$ cat config.mk
export PLATFORM = sky130hd
export DESIGN_NAME = ldxa_unit_flat
export DESIGN_NICKNAME = d
export VERILOG_FILES = /design/src/rtl/ldxa_pkg.sv /design/src/rtl/ldxa_if.sv /design/src/rtl/ldxa_cell.sv /design/src/rtl/ldxa_unit.sv /design/src/flat_wrapper.sv
export SDC_FILE = /design/constraint.sdc
export NUM_CORES = 1
export LEC_CHECK = 0
export BUFFER_PORTS_ARGS = -buffer_cell sky130_fd_sc_hd__buf_2
export CORE_UTILIZATION = 45
export CTS_CLUSTER_DIAMETER = 120
export DETAILED_ROUTE_END_ITERATION = 8
export GPL_TIMING_DRIVEN = 1
export PLACE_DENSITY = 0.74
export SYNTH_ARGS = -nofsm -noshare
export SYNTH_HDL_FRONTEND = slang
export SYNTH_HIERARCHICAL = 1
export SYNTH_SLANG_ARGS = --single-unit
$ cat constraint.sdc
create_clock -name clk -period 2.2 [get_ports clk]
set_clock_uncertainty 0.2 [all_clocks]
set_input_delay 0.33 -clock clk [delete_from_list [all_inputs] [get_ports clk]]
set_output_delay 0.33 -clock clk [all_outputs]
set_load 0.005 [all_outputs]
$ cat src/rtl/ldxa_pkg.sv
// rtl/ldxa_pkg.sv - shared LDXA types, constants and the per-lane evaluation function
package ldxa_pkg;

    localparam int LDXA_LATENCY = 1;

    // Reference truth table indexed by {d,x,a}: bit n holds L for combination n.
    localparam logic [7:0] LDXA_TRUTH = 8'b1110_1010;

    function automatic logic ldxa_eval(input logic d, input logic x, input logic a);
        return (d & x) | a;
    endfunction

endpackage

$ cat src/rtl/ldxa_if.sv
// rtl/ldxa_if.sv - operand/result bundle of the LDXA evaluator
interface ldxa_if #(
    parameter int WIDTH = 1
);
    logic             in_valid;
    logic [WIDTH-1:0] d;
    logic [WIDTH-1:0] x;
    logic [WIDTH-1:0] a;
    logic             out_valid;
    logic [WIDTH-1:0] l;
    logic             l_any;

    modport master (
        output in_valid, d, x, a,
        input  out_valid, l, l_any
    );

    modport slave (
        input  in_valid, d, x, a,
        output out_valid, l, l_any
    );
endinterface

$ cat src/rtl/ldxa_cell.sv
// rtl/ldxa_cell.sv - combinational single-lane LDXA evaluator
module ldxa_cell
    import ldxa_pkg::*;
(
    input  logic d,
    input  logic x,
    input  logic a,
    output logic l
);
    assign l = ldxa_eval(d, x, a);
endmodule

$ cat src/rtl/ldxa_unit.sv
// rtl/ldxa_unit.sv - registered WIDTH-lane LDXA evaluator with saturating event counter
// Optional self-sweep of all eight {d,x,a} combinations under `LDXA_SWEEP_EN.
module ldxa_unit
    import ldxa_pkg::*;
#(
    parameter int WIDTH = 1,
    parameter int CNT_W = 16
) (
    input  logic             clk,
    input  logic             rst_n,
    ldxa_if.slave            bus,
    input  logic             cnt_clr,
    output logic [CNT_W-1:0] l_count
`ifdef LDXA_SWEEP_EN
    ,
    input  logic             sweep_start,
    output logic             sweep_busy
`endif
);
    logic             eff_valid;
    logic [WIDTH-1:0] eff_d;
    logic [WIDTH-1:0] eff_x;
    logic [WIDTH-1:0] eff_a;
    logic [WIDTH-1:0] l_next;

`ifdef LDXA_SWEEP_EN
    logic [2:0] sweep_idx;

    // While sweeping, the counter owns every lane and the external operands are ignored.
    always_comb begin
        eff_valid = bus.in_valid;
        eff_d     = bus.d;
        eff_x     = bus.x;
        eff_a     = bus.a;
        if (sweep_busy) begin
            eff_valid = 1'b1;
            eff_d     = {WIDTH{sweep_idx[2]}};
            eff_x     = {WIDTH{sweep_idx[1]}};
            eff_a     = {WIDTH{sweep_idx[0]}};
        end
    end

    always_ff @(posedge clk) begin
        if (!rst_n) begin
            sweep_busy <= 1'b0;
            sweep_idx  <= 3'd0;
        end else if (sweep_busy) begin
            if (sweep_idx == 3'd7) begin
                sweep_busy <= 1'b0;
            end
            sweep_idx <= sweep_idx + 3'd1;
        end else if (sweep_start) begin
            sweep_busy <= 1'b1;
            sweep_idx  <= 3'd0;
        end
    end
`else
    always_comb begin
        eff_valid = bus.in_valid;
        eff_d     = bus.d;
        eff_x     = bus.x;
        eff_a     = bus.a;
    end
`endif

    for (genvar i = 0; i < WIDTH; i++) begin : g_lane
        ldxa_cell u_cell (
            .d (eff_d[i]),
            .x (eff_x[i]),
            .a (eff_a[i]),
            .l (l_next[i])
        );
    end

    always_ff @(posedge clk) begin
        if (!rst_n) begin
            bus.out_valid <= 1'b0;
            bus.l         <= '0;
            bus.l_any     <= 1'b0;
            l_count       <= '0;
        end else begin
            bus.out_valid <= eff_valid;
            // l holds across idle cycles; l_any drops so it never shows without out_valid.
            bus.l_any     <= eff_valid & (|l_next);
            if (eff_valid) begin
                bus.l <= l_next;
            end
            if (cnt_clr) begin
                l_count <= '0;
            end else if (eff_valid && (|l_next) && (l_count != {CNT_W{1'b1}})) begin
                l_count <= l_count + CNT_W'(1);
            end
        end
    end
endmodule

$ cat src/flat_wrapper.sv
// flat-port wrapper written by rule: the top's interface ports become plain ports
module ldxa_unit_flat import ldxa_pkg::*;
#(
    parameter int WIDTH = 1,
    parameter int CNT_W = 16
)
  (clk, rst_n, cnt_clr, l_count, bus_in_valid, bus_d, bus_x, bus_a, bus_out_valid, bus_l, bus_l_any);
  ldxa_if #(.WIDTH(WIDTH)) bus_i ();
  input  logic clk;
  input  logic rst_n;
  input  logic cnt_clr;
  output logic [CNT_W-1:0] l_count;
  input wire logic [$bits(bus_i.in_valid)-1:0] bus_in_valid;
  input wire logic [$bits(bus_i.d)-1:0] bus_d;
  input wire logic [$bits(bus_i.x)-1:0] bus_x;
  input wire logic [$bits(bus_i.a)-1:0] bus_a;
  output wire logic [$bits(bus_i.out_valid)-1:0] bus_out_valid;
  output wire logic [$bits(bus_i.l)-1:0] bus_l;
  output wire logic [$bits(bus_i.l_any)-1:0] bus_l_any;
  assign bus_i.in_valid = bus_in_valid;
  assign bus_i.d = bus_d;
  assign bus_i.x = bus_x;
  assign bus_i.a = bus_a;
  assign bus_out_valid = bus_i.out_valid;
  assign bus_l = bus_i.l;
  assign bus_l_any = bus_i.l_any;
  ldxa_unit #(.WIDTH(WIDTH), .CNT_W(CNT_W)) u_core (.clk(clk), .rst_n(rst_n), .bus(bus_i), .cnt_clr(cnt_clr), .l_count(l_count));
endmodule
* Yosys cells after proc, flatten, opt, wreduce, memory -nomap -nowiden
Cells that the tools add are included.
** Cells by class
- Magnitude comparators :: 0
- $mul :: 0
- Add/sub/neg operators :: 1
- Shift-type cells :: 0
- Muxes and demuxes :: 0
- Div/mod/pow operators :: 0
- Equality and inequality tests :: 1
- Reductions and logical operators :: 3
- Bitwise gates (word level) :: 4
** Operator list (count)
- $add A16 B1 Y16 const B :: 1
- $ne A16 B16 Y1 const B :: 1
- $and A1 B1 Y1 :: 2
- $logic_and A1 B1 Y1 :: 2
- $reduce_or A2 Y1 :: 1
- $not A1 Y1 :: 1
- $or A1 B1 Y1 :: 1
** Word-level totals
- Input port bits :: 7
- Bits in writable memories :: 0
- Logic and storage cells :: 13
- Bits in latches :: 0
- Memory bits (read-only) :: 0
- Flip-flop bits (word level) :: 19
- Output and inout port bits :: 19
- Memories :: 0

* Longest topological paths before layout
- Depth in word-level cells :: 4
- Mapped depth :: 7
- Mapped depth without buffers :: 6

* Modules after synthesis
The synthesis kept the hierarchy.
** By module, submodules not included
- ldxa_unit :: area an instance 905.9 um^2, instances 1, cells each 100
- ldxa_cell :: area an instance 7.5 um^2, instances 1, cells each 1

* Worst setup path before layout
No wires, ideal clock.
- Kind :: register to register
- From :: reg u_core.l_count[0]
- To :: reg u_core.l_count[2]
- Stages on the path, launching flop included :: 8
- Clock period less this slack :: 2.144 ns
- Arrival time :: 1.822 ns
- Buffers on the path :: 1
- Path slack :: 0.056 ns
- Library setup time :: 0.122 ns
- Cell sequence :: dfxtp_1 -> ha_1 -> nand4_2 -> or4b_1 -> buf_4 -> o2111ai_2 -> xor2_1 -> nor2_1
** On the way
- Word-level cells in the longest chain between the ends :: 2
- Elaborated cells on any way between the ends :: 3
** RTL lines
- start: declaration :: RTL line ldxa_unit.sv:13 : output logic [CNT_W-1:0] l_count
- start signal: assignment :: RTL line ldxa_unit.sv:91 : l_count <= l_count + CNT_W'(1);
- branches (longest 2 deep; another with $add A16 B1 Y16)
Parallel ways; which one is timed is not known.
A chain may end at the register's enable or synchronous reset.

* Final worst setup path
- From :: reg u_core.l_count[1]
- To :: reg u_core.l_count[3]
Same word-level chain as after synthesis.

==> impl_results.md <==
* Sum of negative setup slack at 0 ps
* Area share of and/or/nand/nor cells after synthesis at between 20 and 30%
* Most frequent cells in the layout: buf_2 (25), nor2_1 (19), dfxtp_1 (17), xor2_1 (11), buf_4 (9)
* Initial Utilization at between 50 and 60%
* Largest net degree at the start of global routing at 17
* Post-route ant nets at 0
* Post-Synthesis Cells at about 100
* Worst-Margin Slew at about 620 ps
* Max-cap viol count at 0
* Crit end category: flip-flop
* Layout Cells excl Fill at ~160
* R2r endpoint: u_core/l_count[3]$_SDFFE_PP0P_
* Compound-Gate Fraction of Synth Area at between 10% and 20%
* Total grt overflow at 0
* Primary FF master, synth: dfxtp_1
* Slew Viols, Final at 0
* Arr. time, crit path at between 2000 and 2500 ps
* Sequential area share after synthesis at approximately two fifths
* First-pass GRT wire length at ~3000 um
* Core Footprint at between 1500 and 2000 um2
* Status: completed
* R2R depth at 6
* Rows at 15
* Area Overhead vs Synth at 28.2%
* Reg-to-reg critical path startpoint: u_core/l_count[1]$_SDFFE_PP0P_
* Worst-path clk slew at about 100 ps
* Max Clk Rate at approximately 470 MHz
* Initial DRC Count at 8
* ANT cells at 0
* Mean routed wirelength per cell at roughly 12 um
* GP Congestion at 0.796
* Largest family of logic cells by synthesized area: simple AND/OR/NAND/NOR gates
* H-Tree Depth at 1
* Fillers at roughly 160
* R2r setup slk at roughly 64 ps
* Commonest non-fill, non-tap cell in the layout: buf_2
* Vias in the first global route at around 720
* Leakage at roughly 0.0005 uW
* Total number of vias at approximately 830
* EDFF count, synth at 0
* CP required at approximately 2200 ps
* Synth warn at 6
* Hold Vio Cnt, Final at 0
* Final period util at 97.1%
* Avg Vias per Cell at between 5 and 6
* CP max FO at 8
* Die area at ~2200 um2
* Setup crit start kind: flip-flop
* Worst hold stages at 2
* Nets@finish at between 100 and 150
* CTS max path bufs at 2
* Dpl ws at -22.8 ps
* WL final at approximately 2000 um
* Synth Area in XOR/XNOR at about an eighth
* DIE WIDTH at around 47 um
* Number of port buffers at 25
* DR pass1 iterations at 4
* CTS root buf: clkbuf_4
* Sink Count at 19
* Maximum vdd drop at 0.365 mV
* Dpl cells at 157
* #FFs+latches synth at 19
* Drt drc at 0
* CTS tree: built
* Synth Area in Adders at under 10%
* Slew HR at about three fifths
* Hold Crit Start: rst_n
* Synth Cell Area at 913 um2
* Pwr/cell area at approximately 470 nW/um2
* Share of cells above drive strength 1 at a little under two fifths
* Die H at 47.1 um
* Worst setup path class: flip-flop to flip-flop
* Syn_area_per_cell at ~9 um2
* Number of library cell types mapped by synthesis at 35
* Initial antenna violation count at 0
* Hold-fix buffers at CTS at 0
* Post-synthesis mux area share at roughly 1.1%
* Hold crit path type: input port to flip-flop
* TritonCTS Buffers at 3
* I/O pin count at 26
* Fraction of registers with async set/reset at 0%
* Worst-Skew Late Latency at a little under 300 ps
* Fin crit period at ~2100 ps
* Global Route Usage Sum at about a fifth
* Worst Hold End: u_core/bus.out_valid$_SDFF_PN0_
* Syn_nets at around 110
* Final setup vio count at 0
* Setup WS post-layout at about 64 ps
* DP Wirelength at roughly 1400 um
flip-flops by register name (all words and copies together) (netlist names):
signal,cells
u_core/l_count,16
u_core/bus.l,1
u_core/bus.l_any,1
u_core/bus.out_valid,1
what timing repair did:
action	CTS	global route
setup buffers	0	0
gates cloned	0	0
endpoints found under the setup margin	7	1
pin swaps	0	2
gates resized for setup	1	5
worst max-delay path: stages, from the launching register on:
cell and delay (ps):
dfxtp_4 380, ha_4 140, nand4_2 110, or4b_4 640
o211ai_2 180, xor2_1 240, nor2_1 100
synthesized netlist by cell type, drive strengths merged (3+ instances only):
library cell / number / area, um2
nand3: 6 / 35.0
nand2: 8 / 30.0
dfxtp: 19 / 380
nor3: 3 / 15.0
o21ai: 4 / 23.8
nor2: 19 / 71.3
xor2: 11 / 96.3
kinds of logic after synthesis:
logic type | count (synthesis)
AND/OR/NAND/NOR | 50
flip-flops | 19
AO/OA/AOI/OAI | 13
XOR/XNOR | 13
buffers and inverters | 4
multiplexers | 1
adder cells (fa/ha/maj) | 1
per-stage QoR:
stage	util, %	hold slack (ps)	power (uW)	instance area (um2)
2_1_floorplan	-	252	375	913
3_3_place_gp	61.6	253	390	1120
3_5_place_dp	61.6	270	391	1120
4_1_cts	63.4	80.9	563	1150
5_1_grt	64.3	99.3	582	1170
6_report	64.3	91.4	556	1170
worst max-delay path by stage:
stage	start	end	slack, ps
after floorplan	u_core/l_count[0]$_SDFFE_PP0P_	u_core/l_count[2]$_SDFFE_PP0P_	60
after global placement	u_core/l_count[1]$_SDFFE_PP0P_	u_core/l_count[2]$_SDFFE_PP0P_	40
after detailed placement	u_core/l_count[1]$_SDFFE_PP0P_	u_core/l_count[1]$_SDFFE_PP0P_	-20
after CTS	u_core/l_count[1]$_SDFFE_PP0P_	u_core/l_count[3]$_SDFFE_PP0P_	60
after global routing	u_core/l_count[1]$_SDFFE_PP0P_	u_core/l_count[3]$_SDFFE_PP0P_	-10
final	u_core/l_count[1]$_SDFFE_PP0P_	u_core/l_count[3]$_SDFFE_PP0P_	60
cell type report:
type	instances	area, um2	share of cell area (%)
repair buffers	34	193	16.5
flip-flops and latches	19	385	32.9
inverters	1	3.75	0.321
multi-input cells	78	531	45.3
clock buffers	3	22.5	1.92
well taps	25	31.3	2.67
clock inverters	1	5.00	0.427
power by group:
group          switching, uW  internal (uW)  total, uW  leakage, uW
Clock                    105           67.6        172    0.0000177
Sequential              2.00            347        349     0.000155
Combinational           17.7           16.8       34.5     0.000327
per-layer routing:
layer	share of wire (%)	vias up	GRT usage [%]
met5	0	-	0
met4	1.2	0	7.43
met3	3.0	4	3.46
met2	50	16	31.1
met1	46	390	25.8
li1	-	424	-
No activity file was read; power rests on OpenSTA's default activity.
